### config.mk
export PLATFORM = sky130hd
export DESIGN_NAME = mult_addr_sequencer
export DESIGN_NICKNAME = d
export VERILOG_FILES = /design/src/rtl/mult_seq_pkg.sv /design/src/rtl/mult_addr_sequencer_wrap_counter.sv /design/src/rtl/mult_addr_sequencer.sv
export SDC_FILE = /design/constraint.sdc
export NUM_CORES = 1
export LEC_CHECK = 0
export ABC_AREA = 1
export CAP_MARGIN = 20
export CORE_ASPECT_RATIO = 0.75
export CORE_MARGIN = 2
export CORE_UTILIZATION = 29
export DETAILED_ROUTE_END_ITERATION = 10
export GPL_TIMING_DRIVEN = 0
export PLACE_DENSITY_LB_ADDON = 0.08
export SLEW_MARGIN = 25
export SYNTH_ARGS = -nofsm -noshare
export SYNTH_HDL_FRONTEND = slang
export SYNTH_SLANG_ARGS = --single-unit
### constraint.sdc
create_clock -name clk -period 1.6 [get_ports clk]
set_input_delay 0.4 -clock clk [delete_from_list [all_inputs] [get_ports clk]]
set_output_delay 0.4 -clock clk [all_outputs]
set_load 0.005 [all_outputs]
### src/rtl/mult_seq_pkg.sv
`default_nettype none
// ============================================================================
// Package     : mult_seq_pkg
// Description : Shared types and helpers for the matrix-multiply address
//               sequencer: FSM state encoding and a width helper.
// Revision    : 1.0 - initial release
// ============================================================================
package mult_seq_pkg;

  typedef enum logic [1:0] {
    IDLE = 2'd0,
    RUN  = 2'd1,
    DONE = 2'd2
  } seq_state_t;

  // $clog2 clamped to at least one bit so a count of 1 still gets a port.
  function automatic int clog2_min1(input int value);
    int w;
    w = $clog2(value);
    return (w < 1) ? 1 : w;
  endfunction

endpackage
`default_nettype wire

### src/rtl/mult_addr_sequencer_wrap_counter.sv
`default_nettype none
// ============================================================================
// Module      : wrap_counter
// Description : Modulo-MAX up-counter. Increments on en, returns to 0 on
//               en while at MAX-1, and clears synchronously on clr (clr wins).
// Ports       : clk, reset_n (async, active-low)
//               en    - advance by one
//               clr   - force to zero next cycle
//               cnt   - current count, 0..MAX-1
//               last  - cnt == MAX-1
// Revision    : 1.0 - initial release
// ============================================================================
module wrap_counter #(
  parameter int MAX = 4,
  parameter int W   = 2
) (
  input  logic         clk,
  input  logic         reset_n,
  input  logic         en,
  input  logic         clr,
  output logic [W-1:0] cnt,
  output logic         last
);

  logic [W-1:0] cnt_q;
  logic [W-1:0] cnt_d;

  assign last = (cnt_q == W'(MAX - 1));
  assign cnt  = cnt_q;

  always_comb begin
    cnt_d = cnt_q;
    if (clr) begin
      cnt_d = '0;
    end else if (en) begin
      cnt_d = last ? '0 : cnt_q + W'(1);
    end
  end

  always_ff @(posedge clk or negedge reset_n) begin
    if (!reset_n) begin
      cnt_q <= '0;
    end else begin
      cnt_q <= cnt_d;
    end
  end

endmodule
`default_nettype wire

### src/rtl/mult_addr_sequencer.sv
`default_nettype none
// ============================================================================
// Module      : mult_addr_sequencer
// Description : After data_rdy, walks NUM_PHASES phases of PHASE_LEN
//               addresses, presenting phase / idx / lin_addr with a
//               valid/ready handshake towards the multiply datapath.
//               Supports back-pressure, abort and continuous restart.
// Ports       : clk, reset_n        - clock, async active-low reset
//               data_rdy            - start request (IDLE / DONE)
//               dp_ready            - datapath takes current address
//               abort               - cancel current run
//               continuous          - restart from DONE when data_rdy
//               addr_valid          - phase/idx/lin_addr valid
//               phase, idx, lin_addr- address outputs
//               acc_clr / acc_last  - first / last address of a phase
//               busy                - not IDLE
//               data_done           - one-cycle run-complete pulse
// Revision    : 1.0 - initial release
// ============================================================================
module mult_addr_sequencer
  import mult_seq_pkg::*;
#(
  parameter  int NUM_PHASES = 4,
  parameter  int PHASE_LEN  = 36,
  localparam int PHASE_W    = clog2_min1(NUM_PHASES),
  localparam int IDX_W      = clog2_min1(PHASE_LEN),
  localparam int LIN_W      = clog2_min1(NUM_PHASES * PHASE_LEN)
) (
  input  logic               clk,
  input  logic               reset_n,
  input  logic               data_rdy,
  input  logic               dp_ready,
  input  logic               abort,
  input  logic               continuous,
  output logic               addr_valid,
  output logic [PHASE_W-1:0] phase,
  output logic [IDX_W-1:0]   idx,
  output logic [LIN_W-1:0]   lin_addr,
  output logic               acc_clr,
  output logic               acc_last,
  output logic               busy,
  output logic               data_done
);

  seq_state_t       state_q, state_d;
  logic [LIN_W-1:0] lin_q, lin_d;

  logic xfer;
  logic idx_last;
  logic phase_last;
  logic final_xfer;
  logic cnt_clr;

  assign xfer       = (state_q == RUN) && dp_ready && !abort;
  assign final_xfer = xfer && idx_last && phase_last;
  // Counters are only meaningful in RUN; holding them clear elsewhere
  // guarantees every run starts from zero regardless of how the last ended.
  assign cnt_clr    = (state_q != RUN) || abort;

  wrap_counter #(
    .MAX (PHASE_LEN),
    .W   (IDX_W)
  ) u_idx_cnt (
    .clk     (clk),
    .reset_n (reset_n),
    .en      (xfer),
    .clr     (cnt_clr),
    .cnt     (idx),
    .last    (idx_last)
  );

  wrap_counter #(
    .MAX (NUM_PHASES),
    .W   (PHASE_W)
  ) u_phase_cnt (
    .clk     (clk),
    .reset_n (reset_n),
    .en      (xfer && idx_last),
    .clr     (cnt_clr),
    .cnt     (phase),
    .last    (phase_last)
  );

  always_comb begin
    state_d = state_q;
    lin_d   = lin_q;

    if (cnt_clr) begin
      lin_d = '0;
    end else if (xfer) begin
      lin_d = final_xfer ? '0 : lin_q + LIN_W'(1);
    end

    case (state_q)
      IDLE: begin
        if (data_rdy) state_d = RUN;
      end
      RUN: begin
        if (abort)           state_d = IDLE;
        else if (final_xfer) state_d = DONE;
      end
      DONE: begin
        if (!abort && continuous && data_rdy) state_d = RUN;
        else                                  state_d = IDLE;
      end
      default: state_d = IDLE;
    endcase
  end

  always_ff @(posedge clk or negedge reset_n) begin
    if (!reset_n) begin
      state_q <= IDLE;
      lin_q   <= '0;
    end else begin
      state_q <= state_d;
      lin_q   <= lin_d;
    end
  end

  // Pure decode of registered state: no input reaches an output directly.
  assign addr_valid = (state_q == RUN);
  assign lin_addr   = lin_q;
  assign acc_clr    = addr_valid && (idx == '0);
  assign acc_last   = addr_valid && idx_last;
  assign busy       = (state_q != IDLE);
  assign data_done  = (state_q == DONE);

endmodule
`default_nettype wire
==> results of run 1 <==
-- layout make-up --
| type | count | area, sq um | area share, % |
|---|---|---|---|
| clock buffers | 3 | 41.29 | 2.513 |
| repair buffers | 46 | 401.6 | 24.45 |
| flip-flops and latches | 18 | 455.4 | 27.72 |
| plain buffers | 1 | 11.26 | 0.6855 |
| multi-input cells | 99 | 599.3 | 36.48 |
| well taps | 52 | 65.06 | 3.960 |
| inverters | 17 | 68.82 | 4.189 |
-- through the flow --
stage / total power [mW] / utilization, % / hold slack [ns]
detailed placement: 0.6686 / 39.11 / 0.5317
CTS: 0.9998 / 43.07 / 0.5508
floorplan: 0.5799 / - / 0.1044
global route: 1.058 / 45.17 / 0.5532
finish: 0.9937 / 45.17 / 0.5423
global placement: 0.6678 / 39.11 / 0.5259
-- layout by cell type (no fill, tap or decap), types with 2 or more instances in the layout --
cell type / n
nor2_1: 13
buf_6: 3
ha_4: 2
nand3_1: 12
dfrtp_2: 4
o21ai_0: 2
clkdlybuf4s50_1: 13
nand3_2: 2
nand3_4: 2
nand2_2: 2
nor2_4: 3
dfrtp_1: 14
nand4_1: 4
inv_2: 6
a21oi_1: 2
dlygate4sd2_1: 9
o21ai_1: 7
dlymetal6s2s_1: 2
buf_2: 2
nand2_4: 2
clkbuf_8: 3
buf_4: 18
ha_1: 2
inv_1: 10
nand2_1: 34
-- power breakdown --
part	switching, mW	internal (mW)
clock	0.144	0.167
sequential	0.0143	0.467
combinational	0.109	0.0922
-- state kept, by name (all words and copies together) (netlist names) --
| signal | count |
|---|---|
| u_phase_cnt.cnt | 2 |
| u_idx_cnt.cnt | 6 |
| state_q | 2 |
| lin_addr | 8 |
-- what timing repair did --
item,in CTS,in global routing
setup buffers,12,8
pin swaps,2,4
endpoints found under the hold margin,0,0
resized for setup,21,13
endpoints found under the setup margin,13,12
hold buffers,0,0
-- cell families (layout without fill, tap and decap cells) --
family / count (synthesis) / count (layout)
simple gates: 79 / 79
compound gates: 14 / 14
flops: 18 / 18
fa+ha+maj: 4 / 4
xor+xnor: 2 / 2
buf+inv: 18 / 67
-- worst min-delay path: stages (launching register included) --
cell and delay, ns:
dfrtp_1 0.37, nand3_1 0.08, nand2_1 0.06
-- layer usage --
metal  vias to the layer above  global-route usage (%)  routed length, um
li1                        537                       -                  -
met1                       496                   21.19               1429
met2                        20                   20.93               1224
met3                         2                   4.240                109
met4                         0                   2.296                 16
met5                         -                       0                  0
-- worst paths after layout --
path	start	endpoint	slack, ns	cells past startpoint
worst max register to register	u_idx_cnt.cnt[1]	state_q[0]	0.18	8
worst max-delay path	u_idx_cnt.cnt[1]	acc_clr	-0.06	5
min in group asynchronous	reset_n	lin_addr[7]	0.63	1
worst min-delay path	u_phase_cnt.cnt[1]	u_phase_cnt.cnt[1]	0.54	2
max in group asynchronous	reset_n	lin_addr[2]	0.38	1
worst min register to register	u_phase_cnt.cnt[1]	u_phase_cnt.cnt[1]	0.54	2
==> impl_metrics.tcl, run 1 <==
set metrics [dict create \
    yosysMostFrequentCell "nand2_1" \
    slowest_stage "dfrtp_1" \
    core_sq_um 3637 \
    dp_slack_ns -0.2612 \
    fin_tns_setup_ns -0.06842 \
    hpwl_mm 1.961 \
    postSynthCellCount 135 \
    cp_cell_sequence "inv_2, ha_4, nand2_2, nor3_2, buf_2" \
    grt_pass1_wl_mm 4.643 \
    cts-root-buf "clkbuf_8" \
    first_iter_violations 35 \
    p_leak_nw 0.7978 \
    worstPathMaxFanout 3 \
    yosys_warnings 0 \
    criticalPathCategory "reg2out" \
    nFillCells 386 \
    cts_num_sinks 18 \
    via_per_inst 4.470 \
    fmax_ghz 0.6038 \
    grt_start_max_net_pins 19 \
    clock_latency_ns 0.25 \
    rsz0062_at_grt "yes" \
    synthMuxAreaShare_pct 0 \
    firstDrtPassIters 4 \
    cp.buffers_inverters 2 \
    die-area_sq_um 4297 \
    drv_slew 0 \
    violations "setup timing" \
    p_per_area_nw_per_um2 604.9 \
    ys_async_sr_fraction_pct 100.0 \
    hold_viol 0 \
    htreeDepth 1 \
    grt_use_total_pct 14.29 \
    grt_overflow 0 \
    outcome "complete, but fails checks" \
    diodes 0 \
    die_w_um 75.03 \
    synthTopCellsByCount "nand2_1 (35), dfrtp_1 (18), inv_1 (13), nor2_1 (13), nand3_1 (12)" \
    yosysSeqAreaShare_pct 41.05 \
    stdcell_count 236 \
    peakVddDrop_v 0.0002778 \
    synth_xor_area_share_pct 1.596 \
    clock_path_buffers 2 \
    numCtsBuffers 3 \
    hold_class "reg2reg" \
    yosysTopAreaCell "dfrtp_1" \
    period_needed_ns 1.656 \
    startpoint_type "flop" \
    synth_nets 145 \
    start_util_pct 30.17 \
    die_h_um 57.27 \
    post-place-cells 213 \
    antenna_found_initial 0 \
    synth_top_area_share_pct 41.05 \
    fin_nets 196 \
    cp.required_ns 1.20 \
    drc 0 \
    gp_congestion 0.7687 \
    netlist-cell-type-count 27 \
    grt_pass1_vias 1005 \
    fin_skew_ns 0.009913 \
    cap_viol_max_count 0 \
    core.rowCount 19 \
    ant_nets 0 \
    arrival_ns 1.26 \
    port_buffers 26 \
    synth_adder_area_share_pct 4.561 \
    vias 1055 \
    setup_viol 2 \
    worst_slew_pin_slew_ns 0.8492 \
    drive_above_1_share_pct 29.89 \
    netlist_area_sq_um 1097 \
    worst_slack_ns -0.05621 \
    fin_area_sq_um 1643 \
    synth.area.top_cells "dfrtp_1 (41%), nand2_1 (12%), nand3_1 (5.5%), ha_1 (4.6%), inv_1 (4.4%)" \
    yosys.area_share.simple_pct 38.43 \
    cp-end-kind "output pin" \
    path_delay_family "flip-flops" \
    synth_compound_area_share_pct 7.070 \
    wirelength_mm 2.779 \
    cts_tree "yes" \
    wl_per_cell_um 11.78 \
    synth_top_family_by_area "simple AND/OR/NAND/NOR gates" \
    synth_seq_cells 18 \
    syn_avg_cell_area_sq_um 8.128 \
    synth_ff_type "dfrtp_1" \
    period_share_pct 103.5 \
    synth_edf_count 0 \
    max_stage_delay_ns 0.41 \
    cts.reportedPaths.clkPinSlew_ns 0.06 \
    post_dp_cell_area_sq_um 1423 \
    ioPinCount 27 \
    syn_to_final_growth_pct 49.72 \
    relSlewSlack_pct 43.21 \
]
No activity file was read; power rests on OpenSTA's default activity.
==> run 2: changes to the inputs <==
--- a/config.mk
+++ b/config.mk
@@ -12,7 +12,8 @@
 export CORE_UTILIZATION = 29
 export DETAILED_ROUTE_END_ITERATION = 10
 export GPL_TIMING_DRIVEN = 0
-export PLACE_DENSITY_LB_ADDON = 0.08
+export HOLD_SLACK_MARGIN = 0.15
+export PLACE_DENSITY = 0.64
 export SLEW_MARGIN = 25
 export SYNTH_ARGS = -nofsm -noshare
 export SYNTH_HDL_FRONTEND = slang
==> impl_metrics.tcl, run 2 (synthesized netlist as in run 1, its figures left out) <==
set metrics [dict create \
    drv_slew 0 \
    startpoint_type "flop" \
    syn_to_final_growth_pct 51.08 \
    post-place-cells 213 \
    seqPwrFrac_pct 47.6 \
    gp_congestion 0.7388 \
    switchingPower_mw 0.2779 \
    vias 1056 \
    grt_start_max_net_pins 19 \
    max_stage_delay_ns 0.37 \
    violations "setup timing" \
    cts_num_sinks 18 \
    hold_class "in2reg" \
    clockPowerShare_pct 31.9 \
    criticalPathCategory "reg2out" \
    period_share_pct 105.3 \
    ioPinCount 27 \
    hpwl_mm 1.795 \
    firstDrtPassIters 4 \
    start_util_pct 30.17 \
    grt_overflow 0 \
    die_h_um 57.27 \
    diodes 0 \
    fin_tns_setup_ns -0.1574 \
    arrival_ns 1.28 \
    ant_nets 0 \
    cp_cell_sequence "buf_4, ha_4, nand4_1, nor2_1, clkbuf_2" \
    drc 0 \
    period_needed_ns 1.684 \
    core_sq_um 3637 \
    peakVddDrop_v 0.0003646 \
    nFillCells 355 \
    die-area_sq_um 4297 \
    rsz0062_at_grt "yes" \
    slowest_stage "dfrtp_1" \
    htreeDepth 1 \
    cap_viol_max_count 0 \
    pwr-share-comb_pct 20.5 \
    wl_per_cell_um 11.58 \
    relSlewSlack_pct 42.27 \
    die_w_um 75.03 \
    cp.buffers_inverters 2 \
    cts_tree "yes" \
    cp-end-kind "output pin" \
    worstPathMaxFanout 4 \
    drive_above_1_share_pct 29.89 \
    fmax_ghz 0.5937 \
    p_per_area_nw_per_um2 607.0 \
    worst_slack_ns -0.08423 \
    final_common_cell "nand2_1" \
    wirelength_mm 2.732 \
    antenna_found_initial 0 \
    cts_hold_repair.buffers 0 \
    via_per_inst 4.475 \
    first_iter_violations 46 \
    outcome "complete, but fails checks" \
    port_buffers 26 \
    numCtsBuffers 3 \
    fin_skew_ns 0.002075 \
    setup_viol 2 \
    cts-root-buf "clkbuf_8" \
    clock_latency_ns 0.25 \
    p_sw_share_pct 27.62 \
    fin_nets 196 \
    hold_viol 0 \
    stdcell_count 236 \
    worst_slew_pin_slew_ns 0.8632 \
    clock_path_buffers 2 \
    internal-power_mw 0.7284 \
    grt_pass1_wl_mm 4.402 \
    cp.required_ns 1.20 \
    cts.reportedPaths.clkPinSlew_ns 0.07 \
    grt_use_total_pct 13.36 \
    core.rowCount 19 \
    path_delay_family "flip-flops" \
    largest_register_ffs 8 \
    p_leak_nw 0.8149 \
    mostFrequentLayoutCells "nand2_1 (34), buf_4 (18), dfrtp_1 (15)" \
    grt_pass1_vias 1009 \
]
==> run 2: changes by cell type in the layout (fill, tap and decap cells not counted), moves of 2 or more <==
| cell | delta |
|---|---|
| dlygate4sd2_1 | -4 |
| inv_2 | -2 |
| dlymetal6s2s_1 | +2 |
| inv_4 | +2 |
==> run 2: final timing paths <==
path                            cells past startpoint               end        startpoint  slack (ns)
min in group asynchronous                           1  u_idx_cnt.cnt[1]           reset_n        0.64
max in group asynchronous                           1        state_q[0]           reset_n        0.37
worst max register to register                      7        state_q[0]  u_idx_cnt.cnt[1]        0.26
worst min-delay path                                3       lin_addr[4]          dp_ready        0.54
worst max-delay path                                5          acc_last  u_idx_cnt.cnt[1]       -0.08
worst min register to register                      2       lin_addr[1]       lin_addr[1]        0.55
==> run 2: per-stage QoR <==
stage          util (%)  hold slack (ns)  setup WS [ns]  total power, mW  area [sq um]
2_1_floorplan         -           0.1044         0.3106           0.5799          1097
6_report          45.58           0.5398       -0.08423            1.006          1658
5_1_grt           45.58           0.5351        -0.1425            1.051          1658
3_3_place_gp      39.11           0.5390        -0.2871           0.6652          1423
3_5_place_dp      39.11           0.5463        -0.2690           0.6655          1423
4_1_cts           44.55           0.5627        -0.1242            1.008          1620
==> run 2: layout make-up <==
type,count,area [sq um],share of cell area (%)
Clock buffer,3,41.29,2.491
Buffer,1,11.26,0.6792
Multi-Input combinational cell,99,599.3,36.15
Tap cell,52,65.06,3.925
Sequential cell,18,454.2,27.40
Timing Repair Buffer,46,412.9,24.91
Inverter,17,73.82,4.453
==> run 2: worst register-to-register path, stage by stage, from the launching register on <==
cell and delay (ns):
dfrtp_1 0.37, buf_4 0.13, ha_4 0.15, nand2_1 0.09, nor2_4 0.18, nand3_4 0.11, nand2_4 0.12, o21ai_1 0.07
==> run 2: timing repair <==
| item | CTS | global route |
|---|---|---|
| endpoints found under the setup margin | 12 | 12 |
| hold endpoints to repair | 0 | 0 |
| gates cloned | 0 | 0 |
| buffers inserted | 17 | 3 |
| pin swaps | 5 | 1 |
| gates resized for setup | 26 | 10 |
==> run 2: power by group through the flow <==
stage	sequential, mW	combinational [mW]	clock [mW]
after detailed placement	0.491	0.174	0
after floorplan	0.489	0.0906	0
final	0.479	0.207	0.321
after global placement	0.491	0.174	0
after global routing	0.481	0.226	0.344
after CTS	0.478	0.201	0.329
==> run 2: layer usage <==
metal	share of wire [%]	global-route usage [%]	vias to the layer above
met5	0	0	-
met2	42	19.42	38
met1	51	19.40	476
met4	0.55	3.061	0
li1	-	-	536
met3	6.5	4.240	6
